**src/rtl/core_pkg.sv**
```systemverilog
// Shared arbiter encodings: FSM states, memory owner, default starvation limit.
package core_pkg;

    typedef enum logic [1:0] {
        ARB_IDLE = 2'd0,
        ARB_MEM  = 2'd1,
        ARB_RESP = 2'd2
    } arb_state_e;

    typedef enum logic {
        OWN_I = 1'b0,
        OWN_D = 1'b1
    } arb_owner_e;

    localparam int unsigned ARB_MAX_WAIT  = 4;
    localparam int unsigned ARB_CNT_WIDTH = 3;

endpackage

```
**src/rtl/mem_arbiter.sv**
```systemverilog
// Single-ported memory arbiter between instruction-fetch and data ports.
// Data wins by default; a starvation counter forces an instruction grant.
module mem_arbiter
    import core_pkg::*;
#(
    parameter int unsigned MAX_WAIT  = ARB_MAX_WAIT,
    parameter int unsigned CNT_WIDTH = ARB_CNT_WIDTH
) (
    input  logic        clk,
    input  logic        reset,
    input  logic [31:0] i_addr,
    input  logic        i_req,
    output logic [31:0] i_rdata,
    output logic        i_ready,
    input  logic [31:0] d_addr,
    input  logic [31:0] d_wdata,
    input  logic [3:0]  d_wmask,
    input  logic        d_wen,
    input  logic        d_ren,
    output logic [31:0] d_rdata,
    output logic        d_ready,
    output logic [31:0] mem_addr,
    output logic [31:0] mem_wdata,
    output logic [3:0]  mem_wmask,
    output logic        mem_we,
    output logic        mem_valid,
    input  logic [31:0] mem_rdata,
    input  logic        mem_ready
);

    localparam logic [CNT_WIDTH-1:0] MAX_WAIT_C = CNT_WIDTH'(MAX_WAIT);
    localparam logic [CNT_WIDTH-1:0] CNT_MAX    = '1;

    arb_state_e           state_q, state_d;
    arb_owner_e           owner_q, owner_d;
    logic [CNT_WIDTH-1:0] cnt_q, cnt_d;
    logic [31:0]          mem_addr_q, mem_addr_d;
    logic [31:0]          mem_wdata_q, mem_wdata_d;
    logic [3:0]           mem_wmask_q, mem_wmask_d;
    logic                 mem_we_q, mem_we_d;
    logic                 mem_valid_q, mem_valid_d;
    logic [31:0]          i_rdata_q, i_rdata_d;
    logic [31:0]          d_rdata_q, d_rdata_d;
    logic                 i_ready_q, i_ready_d;
    logic                 d_ready_q, d_ready_d;

    logic d_pend_c;
    logic force_i_c;

    assign d_pend_c  = d_wen | d_ren;
    assign force_i_c = i_req && (cnt_q >= MAX_WAIT_C);

    // Arbitration, memory handshake and starvation counter.
    always_comb begin
        state_d     = state_q;
        owner_d     = owner_q;
        cnt_d       = cnt_q;
        mem_addr_d  = mem_addr_q;
        mem_wdata_d = mem_wdata_q;
        mem_wmask_d = mem_wmask_q;
        mem_we_d    = mem_we_q;
        mem_valid_d = mem_valid_q;
        i_rdata_d   = i_rdata_q;
        d_rdata_d   = d_rdata_q;
        i_ready_d   = 1'b0;
        d_ready_d   = 1'b0;

        case (state_q)
            ARB_IDLE: begin
                if (d_pend_c && !force_i_c) begin
                    owner_d     = OWN_D;
                    state_d     = ARB_MEM;
                    mem_valid_d = 1'b1;
                    mem_addr_d  = d_addr;
                    // A simultaneous load+store is issued as the store.
                    mem_we_d    = d_wen;
                    mem_wdata_d = d_wen ? d_wdata : 32'd0;
                    mem_wmask_d = d_wen ? d_wmask : 4'd0;
                    if (!i_req) begin
                        cnt_d = '0;
                    end else if (cnt_q != CNT_MAX) begin
                        cnt_d = cnt_q + CNT_WIDTH'(1);
                    end
                end else if (i_req) begin
                    owner_d     = OWN_I;
                    state_d     = ARB_MEM;
                    mem_valid_d = 1'b1;
                    mem_addr_d  = i_addr;
                    mem_we_d    = 1'b0;
                    mem_wdata_d = 32'd0;
                    mem_wmask_d = 4'd0;
                    cnt_d       = '0;
                end else begin
                    cnt_d = '0;
                end
            end
            ARB_MEM: begin
                if (mem_ready) begin
                    mem_valid_d = 1'b0;
                    state_d     = ARB_RESP;
                    if (owner_q == OWN_I) begin
                        i_ready_d = 1'b1;
                        i_rdata_d = mem_rdata;
                    end else begin
                        d_ready_d = 1'b1;
                        if (!mem_we_q) begin
                            d_rdata_d = mem_rdata;
                        end
                    end
                end
            end
            ARB_RESP: begin
                state_d = ARB_IDLE;
            end
            default: begin
                state_d = ARB_IDLE;
            end
        endcase
    end

    always_ff @(posedge clk or negedge reset) begin
        if (!reset) begin
            state_q     <= ARB_IDLE;
            owner_q     <= OWN_I;
            cnt_q       <= '0;
            mem_addr_q  <= 32'd0;
            mem_wdata_q <= 32'd0;
            mem_wmask_q <= 4'd0;
            mem_we_q    <= 1'b0;
            mem_valid_q <= 1'b0;
            i_rdata_q   <= 32'd0;
            d_rdata_q   <= 32'd0;
            i_ready_q   <= 1'b0;
            d_ready_q   <= 1'b0;
        end else begin
            state_q     <= state_d;
            owner_q     <= owner_d;
            cnt_q       <= cnt_d;
            mem_addr_q  <= mem_addr_d;
            mem_wdata_q <= mem_wdata_d;
            mem_wmask_q <= mem_wmask_d;
            mem_we_q    <= mem_we_d;
            mem_valid_q <= mem_valid_d;
            i_rdata_q   <= i_rdata_d;
            d_rdata_q   <= d_rdata_d;
            i_ready_q   <= i_ready_d;
            d_ready_q   <= d_ready_d;
        end
    end

    assign i_rdata   = i_rdata_q;
    assign i_ready   = i_ready_q;
    assign d_rdata   = d_rdata_q;
    assign d_ready   = d_ready_q;
    assign mem_addr  = mem_addr_q;
    assign mem_wdata = mem_wdata_q;
    assign mem_wmask = mem_wmask_q;
    assign mem_we    = mem_we_q;
    assign mem_valid = mem_valid_q;

endmodule

```
**config.mk**
```make
export PLATFORM = sky130hd
export DESIGN_NAME = mem_arbiter
export DESIGN_NICKNAME = d
export VERILOG_FILES = /design/src/rtl/core_pkg.sv /design/src/rtl/mem_arbiter.sv
export SDC_FILE = /design/constraint.sdc
export NUM_CORES = 1
export LEC_CHECK = 0
export CORE_ASPECT_RATIO = 2
export CORE_MARGIN = 4
export CORE_UTILIZATION = 30
export DETAILED_ROUTE_END_ITERATION = 8
export HOLD_SLACK_MARGIN = 0.03
export PLACE_DENSITY_LB_ADDON = 0.05
export SLEW_MARGIN = 20
export SYNTH_ARGS = -nofsm -noshare
export SYNTH_HDL_FRONTEND = slang
export SYNTH_SLANG_ARGS = --single-unit
export TNS_END_PERCENT = 50
```
**constraint.sdc**
```tcl
create_clock -name clk -period 2.7 [get_ports clk]
set_input_delay 0.81 -clock clk [delete_from_list [all_inputs] [get_ports clk]]
set_output_delay 0.81 -clock clk [all_outputs]
set_load 0.05 [all_outputs]
```
==> flow_metrics.tcl, run 1 <==
set metrics [dict create \
    finalWirelength_um 16900 \
    ant_nets 0 \
    grt_use_met1 0.160 \
    skew_ns 0.00719 \
    switching_share 0.448 \
    cp.required_ns 1.89 \
    syn_area_sq_mm 0.00569 \
    worstPathArrival_ns 1.68 \
    portBuffers 273 \
    synth_ff_type "dfrtp_1" \
    io_pins 274 \
    grt_max_degree 55 \
    final.min_clock_period_ns 2.49 \
    drt-wirelength-per-cell_um 18.6 \
    cts_tree "built" \
    p_seq_frac 0.263 \
    syn_inst 358 \
    path_clk_slew_ns 0.06 \
    synth_seq_cells 142 \
    ys_types 25 \
    yosysTopAreaCellShare 0.624 \
    setup_viol 0 \
    p_per_area_mw_per_mm2 1510 \
    clockBufferDepth 2 \
    cts_resized 0 \
    cp_slowest_cell "clkdlybuf4s50_1" \
    maxCapViolCount 0 \
    slew_viol_final 0 \
    drive_gt1_frac 0.251 \
    cp-start-kind "flop" \
    async_reset_ff_frac 1.00 \
    yosys-top-cells-count "142 x dfrtp_1, 117 x mux2_2, 36 x a22o_1" \
    vias 4136 \
    drt-vias-per-instance 4.55 \
    drt-initial-drc-count 74 \
    gr-usage-met2 0.298 \
    top_usage_layer "met2" \
    endpoint_kind "primary output" \
    clkPwrFrac 0.185 \
    crit_path_max_fanout 3 \
    run_status "completed" \
    post-route-period-util 0.921 \
    reg2reg_depth 4 \
    intPower_mw 7.86 \
    p_comb_frac 0.552 \
    die_area_sq_mm 0.0214 \
    worst_pin_slew_ns 0.572 \
    yosys_warnings 0 \
    power_mw 14.2 \
    rsz0062_at_grt "false" \
    holdBufCountCts 0 \
    core_area_sq_mm 0.0187 \
    timing.fmax_ghz 0.402 \
    clockRootBuffer "clkbuf_16" \
    post_cts_buffers 0 \
    antenna_found_initial 1 \
    dp_hpwl_um 12900 \
    crit_path_start "mem_we" \
    hold_viol 0 \
    die_x_um 105 \
    p_sw_mw 6.38 \
    grt-ovfl-total 0 \
    gp_congestion 0.694 \
    synth_area_leader_cell "dfrtp_1" \
    tns_ns 0 \
    grt_first_pass_wirelength_um 26600 \
    netlist_top_cells_area "dfrtp_1 62%, mux2_2 23%, a22o_1 5.5%" \
    cts_max_level 4 \
    max_stage_delay_ns 0.86 \
    grt_pass1_vias 4748 \
    cp.depth 1 \
    track_usage 0.162 \
    slew-limit-headroom 0.618 \
    clock-sinks 142 \
    critPathBufInv 1 \
    worstPathCellList "clkdlybuf4s50_1" \
    synth.avg_cell_area_sq_um 15.9 \
    numCtsBuffers 17 \
    drc 0 \
    syn_nets 498 \
    crit_family "buffers and inverters" \
    fin_nets 781 \
    peakVddDrop_mv 0.589 \
    rows 71 \
    drtPass1Iterations 6 \
    clkLatencyLatePin_ns 0.41 \
    worstSetupPathType "flop to primary output" \
    cellLeakagePower_nw 3.94 \
    grt_util_met3 0.0490 \
    hold_path_class "input port to asynchronous set/reset pin" \
    area_growth_pct 65.9 \
    die_h_um 203 \
    synth_edf_count 0 \
    yosysSeqAreaShare 0.624 \
    post-synth-top-count-cell "dfrtp_1" \
    timing.rr.start "state_q[1]" \
    start_util 0.304 \
]
placed cells by master (no fill, tap or decap):
cell / netlist / routed
buf_4: 9 / 5
a22oi_1: 1 / 1
clkbuf_16: 0 / 17
clkinvlp_4: 0 / 2
clkinv_2: 0 / 2
nand2_1: 5 / 5
nand2b_1: 1 / 1
nand4b_1: 1 / 1
nor2_1: 2 / 2
nand3b_2: 1 / 1
mux2_2: 117 / 117
nor3_1: 1 / 1
clkinv_4: 0 / 1
inv_1: 2 / 2
clkdlybuf4s50_1: 0 / 272
diode_2: 0 / 1
a2bb2oi_4: 1 / 1
nand4_1: 2 / 2
nor2_4: 0 / 1
o31ai_4: 1 / 1
nor3_4: 1 / 1
o21ai_0: 5 / 5
a21o_1: 1 / 1
buf_6: 3 / 1
mux2_1: 12 / 12
bufinv_16: 0 / 6
clkbuf_1: 0 / 2
nand3_1: 1 / 1
and3_1: 1 / 1
a22o_1: 36 / 36
clkbuf_8: 0 / 1
ha_1: 2 / 2
buf_12: 0 / 7
dfrtp_1: 142 / 142
state kept, by name, indices dropped and copies added (netlist names), 2 cells and up:
register   flops
mem_wmask      4
d_rdata       32
mem_addr      32
mem_wdata     32
state_q        2
cnt_q          3
i_rdata       32
path summary, 6_finish.rpt:
path	end	slack, ns
worst max-delay path	mem_we	0.21
worst min-delay path	i_rdata[8]	0.31
worst max register to register	d_rdata[15]	0.96
worst min register to register	d_rdata[6]	0.49
max in group asynchronous	d_rdata[20]	1.72
min in group clk	d_rdata[6]	0.49
power by group through the flow:
stage | sequential (mW) | clock (mW) | combinational [mW]
3_3_place_gp | 3.74 | 0 | 7.90
3_5_place_dp | 3.78 | 0 | 7.97
6_report | 3.74 | 2.63 | 7.87
2_1_floorplan | 7.27 | 0 | 1.58
4_1_cts | 3.76 | 2.72 | 7.98
5_1_grt | 3.90 | 2.80 | 8.18
cell families after synthesis:
kind of cell,synth area share
AOI/OAI and AO/OA,0.0708
adders and majority gates,0.00440
buffers and inverters,0.0270
DFF,0.624
muxes,0.255
and+or+nand+nor,0.0182
stage by stage:
stage               instances  cell area, sq um   util  worst slack (ns)  hold slack [ns]
floorplan                 358              5690      -             0.576            0.501
global placement          877              8780  0.468            0.0969            0.462
detailed placement        877              8780  0.468            0.0563            0.478
CTS                       908              9440  0.504             0.181            0.312
global route              909              9440  0.504             0.146            0.317
finish                    909              9440  0.504             0.212            0.306
per-layer routing:
metal,wire length [um],up-vias
li1,-,1871
met1,5600,2058
met2,9530,179
met3,1190,28
met4,560,0
met5,0,-
area by class of cell:
type / instances / area, sq um
flip-flops and latches: 142 / 3550
multi-input cells: 193 / 1990
fillers: 1672 / 9300
diodes: 1 / 2.50
inverters: 2 / 7.51
well taps: 255 / 319
clock buffers: 20 / 447
repair buffers: 285 / 2910
clock inverters: 11 / 214
Note: power is estimated with default switching activity, not from simulation.
==> inputs of run 2 (changes only) <==
--- a/config.mk
+++ b/config.mk
@@ -11,6 +11,7 @@
 export DETAILED_ROUTE_END_ITERATION = 8
 export HOLD_SLACK_MARGIN = 0.03
 export PLACE_DENSITY_LB_ADDON = 0.05
+export RECOVER_POWER = 25
 export SLEW_MARGIN = 20
 export SYNTH_ARGS = -nofsm -noshare
 export SYNTH_HDL_FRONTEND = slang
==> flow_metrics.tcl, run 2 (synthesis results as in run 1) <==
set metrics [dict create \
    worst_pin_slew_ns 1.12 \
    track_usage 0.162 \
    area_growth_pct 65.6 \
    cts_max_level 4 \
    dp_hpwl_um 12900 \
    finalWirelength_um 16900 \
    clockBufferDepth 2 \
    grt_max_degree 55 \
    clockRootBuffer "clkbuf_16" \
    p_sw_mw 6.38 \
    final_common_cell "clkdlybuf4s50_1" \
    crit_path_max_fanout 3 \
    drtPass1Iterations 4 \
    path_clk_slew_ns 0.06 \
    r2r_setup_slack_ns 0.97 \
    antenna_found_initial 1 \
    endpoint_kind "primary output" \
    wl_met2_um 9530 \
    final_cell_mix "272 x clkdlybuf4s50_1, 142 x dfrtp_1, 117 x mux2_2, 36 x a22o_1, 17 x clkbuf_16" \
    fin_nets 781 \
    p_seq_frac 0.263 \
    instances_no_fill 909 \
    place_inst 877 \
    drt-initial-drc-count 74 \
    rows 71 \
    critPathBufInv 1 \
    die_h_um 203 \
    drc 0 \
    rsz0062_at_grt "false" \
    vias 4138 \
    ant_nets 0 \
    cp_slowest_cell "clkdlybuf4s50_1" \
    p_comb_frac 0.552 \
    gp_congestion 0.694 \
    drt-vias-per-instance 4.55 \
    worstPathArrival_ns 1.68 \
    worstSetupPathType "flop to primary output" \
    run_status "completed" \
    worstPathCellList "clkdlybuf4s50_1" \
    dp_slack_ns 0.0563 \
    grt_pass1_vias 4748 \
    cp-start-kind "flop" \
    holdBufCountCts 0 \
    intPower_mw 7.86 \
    core_area_sq_mm 0.0187 \
    final.min_clock_period_ns 2.49 \
    place_area_sq_mm 0.00878 \
    max_stage_delay_ns 0.86 \
    hold_viol 0 \
    io_pins 274 \
    post-route-period-util 0.922 \
    slew_viol_final 0 \
    post_cts_buffers 0 \
    cp.required_ns 1.89 \
    cts_resized 0 \
    die_area_sq_mm 0.0214 \
    drt-wirelength-per-cell_um 18.6 \
    start_util 0.304 \
    maxCapViolCount 0 \
    peakVddDrop_mv 0.590 \
    slew-limit-headroom 0.253 \
    fin_ws_ns 0.210 \
    clkPwrFrac 0.185 \
    wl_met3_um 1210 \
    drive_gt1_frac 0.251 \
    skew_ns 0.00606 \
    timing.fmax_ghz 0.402 \
    cts_tree "built" \
    timing.rr.start "state_q[1]" \
    worstReg2RegEnd "d_rdata[24]" \
    cellLeakagePower_nw 3.94 \
    die_x_um 105 \
    p_per_area_mw_per_mm2 1510 \
    stdcell_area_sq_mm 0.00943 \
    hold_path_class "flop to flop" \
    numCtsBuffers 17 \
    crit_family "buffers and inverters" \
    clock-sinks 142 \
    highest_layer "met4" \
    reg2reg_depth 4 \
    clkLatencyLatePin_ns 0.41 \
    hold_depth 1 \
    holdCritStartpoint "d_rdata[6]" \
    switching_share 0.448 \
    power_mw 14.2 \
    portBuffers 273 \
    tns_ns 0 \
    setup_viol 0 \
    wl_met1_um 5560 \
    grt-ovfl-total 0 \
    grt_first_pass_wirelength_um 26600 \
    holdPathEnd "d_rdata[6]" \
    n_fill_cell 1675 \
]
-- run 2: power by group through the flow --
stage,registers (mW),logic [mW],clock network [mW]
after floorplan,7.27,1.58,0
after detailed placement,3.78,7.97,0
after CTS,3.76,7.98,2.72
final,3.74,7.86,2.63
after global placement,3.74,7.90,0
after global routing,3.90,8.18,2.80
-- run 2: how the worst max path moves through the flow --
| stage | from | end | cells past startpoint |
|---|---|---|---|
| 2_1_floorplan | i_req | mem_addr[10] | 5 |
| 3_3_place_gp | d_wen | mem_addr[5] | 5 |
| 3_5_place_dp | d_wen | mem_addr[6] | 5 |
| 4_1_cts | mem_we | mem_we | 1 |
| 5_1_grt | mem_we | mem_we | 1 |
| 6_report | mem_we | mem_we | 1 |
-- run 2: cell type report --
| class | instances | area (sq um) | share of cell area |
|---|---|---|---|
| clock buffer | 20 | 447 | 0.0474 |
| antenna | 1 | 2.50 | 0.000265 |
| tap | 255 | 319 | 0.0339 |
| clock inverter | 11 | 214 | 0.0227 |
| sequential | 142 | 3550 | 0.377 |
| inverter | 2 | 7.51 | 0.000796 |
| timing repair buffer | 285 | 2890 | 0.307 |
| multi-input combinational | 193 | 1990 | 0.211 |
-- run 2: metal layers --
layer	up-vias	GRT usage
li1	1871	-
met1	2059	0.160
met2	178	0.298
met3	30	0.0490
met4	0	0.0845
met5	-	0
-- run 2: per-stage QoR --
stage	hold WS [ns]	utilization
final	0.485	0.503
after global routing	0.516	0.503
after CTS	0.312	0.504
after detailed placement	0.478	0.468
after global placement	0.462	0.468
after floorplan	0.501	-
